**config.mk**
```make
export PLATFORM = sky130hd
export DESIGN_NAME = serial_add_seq
export DESIGN_NICKNAME = d
export VERILOG_FILES = /design/src/rtl/serial_add_seq.sv
export SDC_FILE = /design/constraint.sdc
export NUM_CORES = 1
export LEC_CHECK = 0
export CAP_MARGIN = 20
export CORE_ASPECT_RATIO = 0.6
export CORE_MARGIN = 1.5
export CORE_UTILIZATION = 55
export CTS_BUF_LIST = sky130_fd_sc_hd__clkbuf_4
export CTS_CLUSTER_DIAMETER = 200
export DETAILED_ROUTE_END_ITERATION = 6
export PLACE_DENSITY = 0.91
export SLEW_MARGIN = 40
export SYNTH_ARGS = -nofsm -noshare
export SYNTH_HDL_FRONTEND = slang
export SYNTH_SLANG_ARGS = --single-unit
```
**constraint.sdc**
```tcl
create_clock -name CLK -period 4 [get_ports CLK]
set_input_delay 0.8 -clock CLK [delete_from_list [all_inputs] [get_ports CLK]]
set_output_delay 0.8 -clock CLK [all_outputs]
set_load 0.02 [all_outputs]
```
**src/rtl/serial_add_seq.sv**
```systemverilog
// Nibble-serial adder/subtractor: one 4-bit slice per clock, LSB first.
// The result, carry and overflow are registered and only update on DONE.
module serial_add_seq #(
    parameter int NIBBLES = 4,
    parameter int W       = 4 * NIBBLES
) (
    input  logic         CLK,
    input  logic         RSTN,
    input  logic         START,
    input  logic         SUB,
    input  logic [W-1:0] A,
    input  logic [W-1:0] B,
    output logic         BUSY,
    output logic         DONE,
    output logic [W-1:0] SUM,
    output logic         COUT,
    output logic         OVF
);
    localparam int CW = (NIBBLES > 1) ? $clog2(NIBBLES) : 1;
    localparam logic [CW-1:0] LAST = CW'(NIBBLES - 1);

    typedef enum logic {IDLE, RUN} state_t;

    state_t        r_state;
    logic [CW-1:0] r_cnt;
    logic          r_carry;
    logic [W-1:0]  r_a;
    logic [W-1:0]  r_b;
    logic [W-1:0]  r_res;

    logic [3:0]    w_sa;
    logic [3:0]    w_sb;
    logic [4:0]    w_slice;
    logic [3:0]    w_lo3;
    logic [W-1:0]  w_full;
    logic [CW+1:0] w_base;

    assign w_base  = {r_cnt, 2'b00};
    assign w_sa    = r_a[w_base +: 4];
    assign w_sb    = r_b[w_base +: 4];
    assign w_slice = {1'b0, w_sa} + {1'b0, w_sb} + {4'b0, r_carry};
    // Carry into the slice MSB; on the last slice this is the carry into bit W-1.
    assign w_lo3   = {1'b0, w_sa[2:0]} + {1'b0, w_sb[2:0]} + {3'b0, r_carry};

    always_comb begin
        w_full = r_res;
        w_full[w_base +: 4] = w_slice[3:0];
    end

    always_ff @(posedge CLK or negedge RSTN) begin
        if (!RSTN) begin
            r_state <= IDLE;
            r_cnt   <= '0;
            r_carry <= 1'b0;
            r_a     <= '0;
            r_b     <= '0;
            r_res   <= '0;
            BUSY    <= 1'b0;
            DONE    <= 1'b0;
            SUM     <= '0;
            COUT    <= 1'b0;
            OVF     <= 1'b0;
        end else begin
            DONE <= 1'b0;
            case (r_state)
                IDLE: begin
                    if (START) begin
                        r_a     <= A;
                        r_b     <= B ^ {W{SUB}};
                        r_carry <= SUB;
                        r_cnt   <= '0;
                        r_state <= RUN;
                        BUSY    <= 1'b1;
                    end
                end
                RUN: begin
                    r_res   <= w_full;
                    r_carry <= w_slice[4];
                    if (r_cnt == LAST) begin
                        SUM     <= w_full;
                        COUT    <= w_slice[4];
                        OVF     <= w_lo3[3] ^ w_slice[4];
                        DONE    <= 1'b1;
                        BUSY    <= 1'b0;
                        r_cnt   <= '0;
                        r_state <= IDLE;
                    end else begin
                        r_cnt <= r_cnt + 1'b1;
                    end
                end
                default: r_state <= IDLE;
            endcase
        end
    end
endmodule

```
# After elaboration in Yosys (flattened, before gate mapping)
# Cells that the tools add are included.
totals:
  reg_bits: 72
  in_bits: 36
  out_inout_bits: 20
  wordCells: 44
classes:
  n_addsub: 6
  eq_ne: 3
  shift: 4
  muxes: 14
  bitwise: 3
  reduce_logical: 3
op_table:
  columns: ["operator", "count"]
  rows:
  - ["variable part select 16 x 5 -> 4 bit", 2]
  - ["bitwise mux 16 bit", 1]
  - ["variable shift 4 x 6 -> 16 bit (first input constant)", 1]
  - ["variable part select 4 x 6 -> 16 bit", 1]
  - ["bitwise XOR 16 bit", 1]
  - ["2-to-1 mux 1 bit", 7]
  - ["negation 4 -> 6 bit", 1]
  - ["one-hot mux 1 bit (2 select lines)", 3]
  - ["AND reduction 2 bit", 3]
  - ["adder 4 x 4 -> 5 bit", 1]
  - ["adder 5 x 1 -> 5 bit", 1]
  - ["adder 3 x 3 -> 4 bit", 1]
  - ["adder 4 x 1 -> 4 bit", 1]
  - ["2-to-1 mux 2 bit", 2]
  - ["one-hot mux 2 bit (2 select lines)", 1]
  - ["adder 2 x 1 -> 2 bit (second input constant)", 1]
  - ["== test 2 bit (second input constant)", 1]
  - ["!= test 2 x 1 -> 1 bit (second input constant)", 1]
  - ["!= test 2 bit (second input constant)", 1]
  - ["inverter 1 bit", 1]
  - ["bitwise XOR 1 bit", 1]

# Depth between registers and ports, before layout
# Gate-level depths: netlist of run 1.
logic_depth:
  word_depth: 5
  depth_mapped: 8
  depth_no_buf: 7

# Worst setup path after synthesis of run 1
# Ideal clock, no wire load.
synth_path:
  kind: "register to register"
  start: "reg r_cnt[0]"
  end: "reg OVF"
  setup_time_ps: 130
  arrival_time_ps: 2551
  required_time_ps: 3870
  setup_slack_ps: 1319
  path_stages_with_launch: 9
  n_path_buf: 1
  synth_period_minus_slack_ps: 2681
  path_cell_list: "dfrtp_1 buf_4 mux4_2 fa_1 fa_1 a21o_1 a21oi_1 xnor2_1 o21ai_1"
synth_between:
  elab_chain_cells: 4
  elab_cells_between_ends: 9
  classes_between: "add/sub (4); eq/ne (1); shift (2); bitwise (1); reduce/logical (1)"
synth_rtl:
  columns: ["element", "line_no", "source"]
  rows:
  - ["from (decl)", "25", "logic [CW-1:0] r_cnt;"]
  - ["from (signal assigned)", "88", "r_cnt <= r_cnt + 1'b1;"]
  - ["variable part select 16 x 5 -> 4 bit (on tied branches)", "39, 40", null]
  - ["adder 4 x 4 -> 5 bit or adder 3 x 3 -> 4 bit (tied branches)", "41, 43", null]
  - ["adder 5 x 1 -> 5 bit or adder 4 x 1 -> 4 bit (tied branches)", "41, 43", null]
  - ["bitwise XOR 1 bit", "82", "OVF <= w_lo3[3] ^ w_slice[4];"]
  - ["to (signal assigned)", "82", null]
  - ["to (decl)", "17", "output logic OVF"]
# Parallel ways exist; a longest one is shown, timed or not.
# A chain may end at the register's enable or synchronous reset.

# Worst setup path after layout of run 1
layout_path:
  start: "reg r_cnt[0]"
  end: "reg r_res[14]"
layout_between:
  elab_chain_cells: 5
  elab_cells_between_ends: 8
  classes_between: "add/sub (3); shift (4); mux (1)"
layout_rtl:
  columns: ["element", "line_no", "source"]
  rows:
  - ["variable part select 16 x 5 -> 4 bit (on tied branches)", "39, 40", null]
  - ["adder 4 x 4 -> 5 bit", "41", "assign w_slice = {1'b0, w_sa} + {1'b0, w_sb} + {4'b0, r_carry};"]
  - ["adder 5 x 1 -> 5 bit", "41", null]
  - ["variable part select 4 x 6 -> 16 bit", "47", "w_full[w_base +: 4] = w_slice[3:0];"]
  - ["bitwise mux 16 bit (*)", "47", null]
  - ["to (signal assigned)", "77", "r_res <= w_full;"]
  - ["to (decl)", "29", "logic [W-1:0] r_res;"]
# Mark *: on every way between the ends. The rest lies on a longest branch, timed or not.

==> impl_metrics.toml, run 1 <==
[cells_and_area]
diodes = 0
layout_common_cells = "dfrtp_1 (72), clkdlybuf4s50_1 (53), nand2_1 (52)"
mostFrequentLayoutCell = "dfrtp_1"
layout.nets = 405
syn_to_final_growth_pct = 22.0
drive_gt1_share_pct = 12.7

[synthesis]
synth_flop_cell = "dfrtp_1"
ys_warn_count = 0
synth_seq_cells = 72
synth_top_area_share_pct = 52.9
synthesis.nets = 352
syn_inst = 305
synth.area.top_cells = "dfrtp_1 (53%), o21ai_0 (6.2%), nand2_1 (5.8%)"
yosysUniqueCellTypes = 31
synth-async-reset-ratio_pct = 100
ys_seq_area_share_pct = 52.9
yosysTopAreaCell = "dfrtp_1"
syn_avg_cell_area_um2 = 11.2
syn-cell-area_um2 = 3410
synth-edff-count = 0

[global_routing]
grt_max_degree = 50
grt_pass1_wl_mm = 12.1
grt_pass1_vias = 2386
grt_overflow = 0
grt_usage_pct = 23.8
antenna_found_initial = 0

[timing]
finalHoldViolations = 0
fin_crit_sh_pct = 74.7
max_freq_mhz = 335
finalCriticalPeriod_ps = 2990
rsz0062_at_grt = "false"
finalMaxSlewViolations = 0
slew_headroom_pct = 55.6
tightest_slew_ps = 664
skew_ps = 14.6
setup_viol = 0
timing.setup.tns_ps = 0

[route]
drtIter0Drc = 189
postRouteAntennaNets = 0
first_pass_iters = 5
drt-total-wl_mm = 7.25
viasPerCell = 5.54
drcViolationCount = 0
avgRoutedWirePerCell_um = 16.4
vias = 2456

[die]
row_count = 21
fp.dieArea_um2 = 6690
fp.coreArea_um2 = 5780
die_x_um = 105
die-height_um = 64.0
io_pins = 56
start_util_pct = 58.9

[worst_setup_path]
crit_path_max_fanout = 12
rrSetupSlack_ps = 1010
worstPathRequired_ps = 4330
worstPathArrival_ps = 3320
worstSetupStartpointType = "register"
worstSetupPathType = "register to register"
endpoint_kind = "register"

[flow_run]
drv_cap = 0

[hold_path]
min_path_type = "input pin to asynchronous set/reset pin"

[run_status]
status = "finished clean"

[clock_tree]
ctsHoldBuffers = 0
htree_levels = 3
path_clk_slew_ps = 110
cts_root_buf = "clkbuf_4"
clockBufferDepth = 2
cts_resized = 0
cts_tree = "done"
cts_buffers = 9
clk_latency_ps = 410
cts.sinks = 72
post-cts-setup-buffers = 0

[power]
irDropWorstVdd_mv = 0.391
p_per_area_nw_per_um2 = 889
p_leak_nw = 1.81
power_mw = 3.69

[placed_design]
gp_congestion = 0.918
io_buffer_count = 55
dpl.hpwl_mm = 5.37
-- through the flow --
stage	std cells	cell area (um2)	utilization, %	worst slack, ps	hold WS (ps)
2_1_floorplan	305	3410	-	1320	442
3_3_place_gp	427	3990	69.0	1170	457
3_5_place_dp	427	4000	69.1	1040	464
4_1_cts	443	4160	72.0	986	340
5_1_grt	443	4160	71.9	815	347
6_report	443	4160	71.9	1010	339
-- path summary, 6_finish.rpt --
check	from	endpoint	cells past startpoint
worst min-delay path	RSTN	SUM[12]	1
worst max register to register	r_cnt[0]	r_res[14]	7
max in group asynchronous	RSTN	r_carry	2
min in group CLK	r_b[6]	r_b[6]	2
worst min register to register	r_b[6]	r_b[6]	2
worst max-delay path	r_cnt[0]	r_res[14]	7
-- power breakdown --
group          switching (mW)  internal, mW  total [mW]
Clock                   0.249         0.268       0.516
Sequential              0.213          1.03        1.24
Combinational            1.14         0.801        1.94
Total                    1.60          2.09        3.69
-- layout make-up --
cell class                      instances  area [um2]
Tap cell                               80         100
Fill cell                             407        1630
Timing Repair Buffer                   57         558
Sequential cell                        72        1800
Multi-Input combinational cell        213        1510
Clock buffer                           11        82.6
Inverter                                5        18.8
Clock inverter                          5        81.3
-- per-layer routing --
metal	vias to the layer above	share of wire (%)	GRT usage [%]
li1	1175	-	-
met1	1143	47	35.2
met2	126	41	34.3
met3	12	10	9.59
met4	0	0.95	2.91
met5	-	0	0
-- flip-flops by register name (all words and copies together), names as in the netlist --
name / cells
r_carry: 1
r_b: 16
OVF: 1
DONE: 1
SUM: 16
r_res: 16
BUSY: 1
r_a: 16
COUT: 1
r_state: 1
r_cnt: 2
-- synthesized netlist by cell type (2+ instances only) --
| cell | n |
|---|---|
| o21ai_0 | 42 |
| o31ai_1 | 5 |
| xor2_1 | 2 |
| mux2_2 | 15 |
| xnor2_1 | 18 |
| nand3_1 | 2 |
| nor2_1 | 3 |
| buf_2 | 4 |
| nand2_1 | 53 |
| a21o_1 | 2 |
| a32o_1 | 4 |
| mux4_2 | 8 |
| ha_1 | 9 |
| fa_1 | 2 |
| clkbuf_1 | 7 |
| a21oi_1 | 19 |
| nor3b_1 | 4 |
| dfrtp_1 | 72 |
| and3_1 | 2 |
| buf_4 | 4 |
| inv_1 | 5 |
| nor2b_1 | 14 |
-- logic make-up after synthesis --
| logic type | after synthesis | synth area share, % |
|---|---|---|
| AOI/OAI and AO/OA | 75 | 12.5 |
| buffers and inverters | 20 | 2.79 |
| DFF | 72 | 52.9 |
| muxes | 24 | 10.6 |
| xor gates and xnor gates | 20 | 5.14 |
| adders and majority gates | 11 | 4.48 |
| and+or+nand+nor | 83 | 11.6 |
-- worst max-delay path, cell delays in order (launching register included) --
cell and delay, ps:
dfrtp_1 470, buf_4 260, mux4_2 550, fa_1 420, fa_1 420, xor2_1 410
nand2_1 170, o21ai_0 220
Power figures use the tool's default switching activity.
==> run 2, diff against run 1 <==
- clock period: 4 -> 3.1 ns (I/O delays scaled with it)
==> run 2 against run 1 <==
Highest routed layer unchanged. Via count is 3.0% higher. Wire length is 3.3% higher. Sequential share of layout area down 0.49 points. Hold slack better by 150 ps. Largest power group unchanged. Final cell count rose by 0.90%. Worst setup slack worse by 790 ps. First-iteration DRC count is 3.7% higher. Combinational power increased by 29%. Flip-flop and latch count unchanged. Global-route usage grew 0.42 points.
==> impl_metrics.toml, run 2 (synthesized netlist as in run 1, its figures left out) <==
[run_status]
status = "finished clean"

[die]
fp.coreArea_um2 = 5780
die_x_um = 105
io_pins = 56
fp.dieArea_um2 = 6690
row_count = 21
start_util_pct = 58.9
die-height_um = 64.0

[placed_design]
dpl.hpwl_mm = 5.40
gp_congestion = 0.893
io_buffer_count = 55
pre_cts_ws_ps = 290

[clock_tree]
cts.sinks = 72
cts_buffers = 9
post-cts-setup-buffers = 0
cts_root_buf = "clkbuf_4"
clk_latency_ps = 420
htree_levels = 3
clockBufferDepth = 2
cts_tree = "done"
path_clk_slew_ps = 110

[worst_setup_path]
path_cells = "mux4_2 -> fa_1 -> fa_1 -> xor2_1 -> nand2_1 -> o21ai_0"
worstPathRequired_ps = 3430
slowest_delay_ps = 580
crit_path_frequent_cell = "fa_1"
regToRegEndpoint = "r_res[6]"
r2r.worst_path.cells = 6
rr_startpoint = "r_cnt[0]"
worstPathArrival_ps = 3210
rrSetupSlack_ps = 220
slowest_stage = "mux4_2"
crit_path_max_fanout = 6
worstSetupPathType = "register to register"
endpoint_kind = "register"
worstSetupStartpointType = "register"

[power]
p_switching_mw = 2.06
p_comb_share_pct = 51.8
power_mw = 4.85
p_seq_share_pct = 33.1
p_leak_nw = 1.83
swShare_pct = 42.4
intPower_mw = 2.79
p_per_area_nw_per_um2 = 1150
clkPwrFrac_pct = 15.0
irDropWorstVdd_mv = 0.521

[cells_and_area]
nFillCells = 411
drive_gt1_share_pct = 13.1
syn_to_final_growth_pct = 23.4
layout_common_cells = "dfrtp_1 (72), clkdlybuf4s50_1 (53), nand2_1 (52)"
mostFrequentLayoutCell = "dfrtp_1"
layout.nets = 408
utilization_pct = 72.7

[global_routing]
grt_usage_pct = 24.3
met2_usage_pct = 36.0
antenna_found_initial = 1
busiest_layer = "met2"
grt_pass1_vias = 2400
grt_overflow = 0
grt_max_degree = 66
grt_pass1_wl_mm = 12.2
met1_usage_pct = 34.4
met3_usage_pct = 8.78

[timing]
finalHoldViolations = 0
finalCriticalPeriod_ps = 2880
setup_viol = 0
fin_crit_sh_pct = 92.9
max_freq_mhz = 347
rsz0062_at_grt = "false"
finalMaxSlewViolations = 0
timing.setup.tns_ps = 0
fin_ws_ps = 219
tightest_slew_ps = 618
holdWs_ps = 489
slew_headroom_pct = 58.8
skew_ps = 10.5

[route]
first_pass_iters = 5
drtIter0Drc = 196
postRouteAntennaNets = 0
vias = 2530
drcViolationCount = 0
avgRoutedWirePerCell_um = 16.8
drt-total-wl_mm = 7.49
viasPerCell = 5.66

[hold_path]
min_to = "SUM[9]"
hold_depth = 2
min_from = "SUM[9]"
min_path_type = "register to register"

[flow_run]
drv_cap = 0
-- run 2: layout make-up --
cell class | count | area (um2) | area share [%]
diodes | 1 | 2.50 | 0.0595
flip-flops and latches | 72 | 1800 | 42.9
multi-input cells | 213 | 1510 | 36.0
repair buffers | 60 | 584 | 13.9
well taps | 80 | 100 | 2.38
clock inverters | 6 | 108 | 2.56
clock buffers | 10 | 75.1 | 1.79
inverters | 5 | 18.8 | 0.447
-- run 2: repair_timing --
| action | CTS | global route |
|---|---|---|
| gates resized for setup | 0 | 0 |
| hold buffers | 1 | 0 |
| endpoints found under the setup margin | 0 | 0 |
| endpoints found under the hold margin | 7 | 0 |
-- run 2: through the flow --
| stage | instances | area [um2] |
|---|---|---|
| detailed placement | 429 | 4010 |
| CTS | 446 | 4200 |
| floorplan | 305 | 3410 |
| global route | 447 | 4200 |
| global placement | 429 | 4010 |
| finish | 447 | 4200 |
-- run 2: critical path, delay by kind of cell (launching register included) --
family | cells | cell delay [ps]
AOI/OAI and AO/OA | 1 | 240
muxes | 1 | 580
adders and majority gates | 2 | 900
DFF | 1 | 550
xor gates and xnor gates | 1 | 370
and+or+nand+nor | 1 | 170
-- run 2: power groups by stage --
stage / Sequential [mW] / Combinational (mW) / Clock, mW
floorplan: 1.60 / 1.69 / 0
global placement: 1.60 / 2.36 / 0
detailed placement: 1.61 / 2.46 / 0
CTS: 1.60 / 2.50 / 0.744
global route: 1.65 / 2.74 / 0.775
finish: 1.61 / 2.51 / 0.728
-- run 2: worst max-delay path by stage --
stage | from | endpoint | depth (start not counted)
2_1_floorplan | r_cnt[0] | OVF | 8
3_5_place_dp | r_cnt[0] | r_res[14] | 6
6_report | r_cnt[0] | r_res[6] | 6
4_1_cts | r_cnt[0] | r_res[6] | 6
5_1_grt | r_cnt[0] | r_res[6] | 6
3_3_place_gp | r_cnt[0] | r_res[2] | 6
-- run 2: layer usage --
metal  routed length (um)  vias to the layer above  share of wire [%]
li1                     -                     1177                  -
met1                 3400                     1225                 45
met2                 3300                      120                 44
met3                  735                        8                9.8
met4                   48                        0               0.64
met5                    0                        -                  0
==> run 3, diff against run 2 <==
- CORE_MARGIN: 1.5 -> default
- PLACE_DENSITY: 0.91 -> 0.82
==> run 3 against run 2 <==
Final area down 2.0%. Hold slack got worse by 240 ps. Count of clock-buffer cells in the layout is 1 lower. Die area down 2.5%. Flip-flop and latch count stayed put. First-iteration DRC count decreased by 14%. Register-to-register slack better by 50 ps. Maximum frequency grew 1.9%. Via count fell by 1.5%. Largest power group unchanged.
==> impl_metrics.toml, run 3 (synthesized netlist as in run 1, its figures left out) <==
[die]
die_x_um = 104
die-height_um = 63.0
row_count = 21
io_pins = 56
start_util_pct = 58.9
fp.coreArea_um2 = 5780
fp.dieArea_um2 = 6520

[worst_setup_path]
rrSetupSlack_ps = 270
path_cells = "mux4_2 -> fa_1 -> fa_1 -> xor2_1 -> nand2_1 -> o21ai_0"
r2r.worst_path.cells = 6
crit_path_frequent_cell = "fa_1"
worstPathRequired_ps = 3430
rr_startpoint = "r_cnt[0]"
slowest_delay_ps = 570
worstPathArrival_ps = 3160
regToRegEndpoint = "r_res[14]"
crit_path_max_fanout = 5
worstSetupPathType = "register to register"
endpoint_kind = "register"
slowest_stage = "mux4_2"
worstSetupStartpointType = "register"

[global_routing]
antenna_found_initial = 0
grt_pass1_vias = 2358
grt_pass1_wl_mm = 12.3
grt_usage_pct = 25.2
grt_overflow = 0
grt_max_degree = 50

[hold_path]
min_path_type = "input pin to asynchronous set/reset pin"

[timing]
max_freq_mhz = 354
fin_ws_ps = 274
tightest_slew_ps = 705
holdWs_ps = 245
rsz0062_at_grt = "false"
finalCriticalPeriod_ps = 2830
finalHoldViolations = 0
skew_ps = 15.5
finalMaxSlewViolations = 0
setup_viol = 0
timing.setup.tns_ps = 0
slew_headroom_pct = 53.0
fin_crit_sh_pct = 91.2

[cells_and_area]
drive_gt1_share_pct = 12.4
diodes = 0
layout_common_cells = "dfrtp_1 (72), nand2_1 (53), clkdlybuf4s50_1 (53)"
mostFrequentLayoutCell = "dfrtp_1"
layout.nets = 407
utilization_pct = 71.3
syn_to_final_growth_pct = 20.9

[power]
p_per_area_nw_per_um2 = 1110
p_leak_nw = 1.79
irDropWorstVdd_mv = 0.595
power_mw = 4.56

[route]
drt-total-wl_mm = 7.41
viasPerCell = 5.61
postRouteAntennaNets = 0
drcViolationCount = 0
vias = 2492
drtIter0Drc = 168
avgRoutedWirePerCell_um = 16.7
first_pass_iters = 5

[placed_design]
io_buffer_count = 55
dpl.hpwl_mm = 5.56
gp_congestion = 0.884
pre_cts_ws_ps = 307

[clock_tree]
path_clk_slew_ps = 120
clockBufferDepth = 2
post-cts-setup-buffers = 0
cts_resized = 0
cts_root_buf = "clkbuf_4"
htree_levels = 3
ctsHoldBuffers = 0
cts_tree = "done"
cts.sinks = 72
cts_buffers = 9
clk_latency_ps = 410

[flow_run]
drv_cap = 0

[run_status]
status = "finished clean"
-- run 3: worst max-delay path by stage --
stage,from,endpoint,slack [ps],depth (start not counted)
6_report,r_cnt[0],r_res[14],270,6
5_1_grt,r_cnt[0],r_res[14],120,6
4_1_cts,r_cnt[0],r_res[14],280,6
3_5_place_dp,r_cnt[0],r_res[14],310,6
3_3_place_gp,r_cnt[0],r_res[2],430,6
2_1_floorplan,r_cnt[0],OVF,420,8
-- run 3: stage by stage --
stage	instance area (um2)	cells
2_1_floorplan	3410	305
3_3_place_gp	4020	429
3_5_place_dp	4020	429
4_1_cts	4120	444
5_1_grt	4120	444
6_report	4120	444
-- run 3: power breakdown --
part / switching (mW) / internal [mW]
Sequential: 0.276 / 1.32
Clock: 0.318 / 0.156
Combinational: 1.44 / 1.05
-- run 3: critical path: cells and delay by family (launching register included) --
kind                       cells  cell delay [ps]
AOI/OAI and AO/OA              1              240
xor gates and xnor gates       1              390
adders and majority gates      2              850
DFF                            1              520
muxes                          1              570
and+or+nand+nor                1              170
-- run 3: area by class of cell --
| type | instances | area [um2] |
|---|---|---|
| fill | 416 | 1660 |
| timing repair buffer | 59 | 583 |
| tap | 80 | 100 |
| sequential | 72 | 1800 |
| inverter | 5 | 18.8 |
| multi-input combinational | 213 | 1510 |
| clock inverter | 6 | 37.5 |
| clock buffer | 9 | 67.6 |
-- run 3: per-layer routing --
metal  GRT usage [%]  part of all wire (%)  vias to the layer above
li1                -                     -                     1170
met1            36.9                    50                     1204
met2            34.8                    40                      104
met3            9.59                   8.4                       14
met4            7.07                   1.4                        0
met5               0                     0                        -
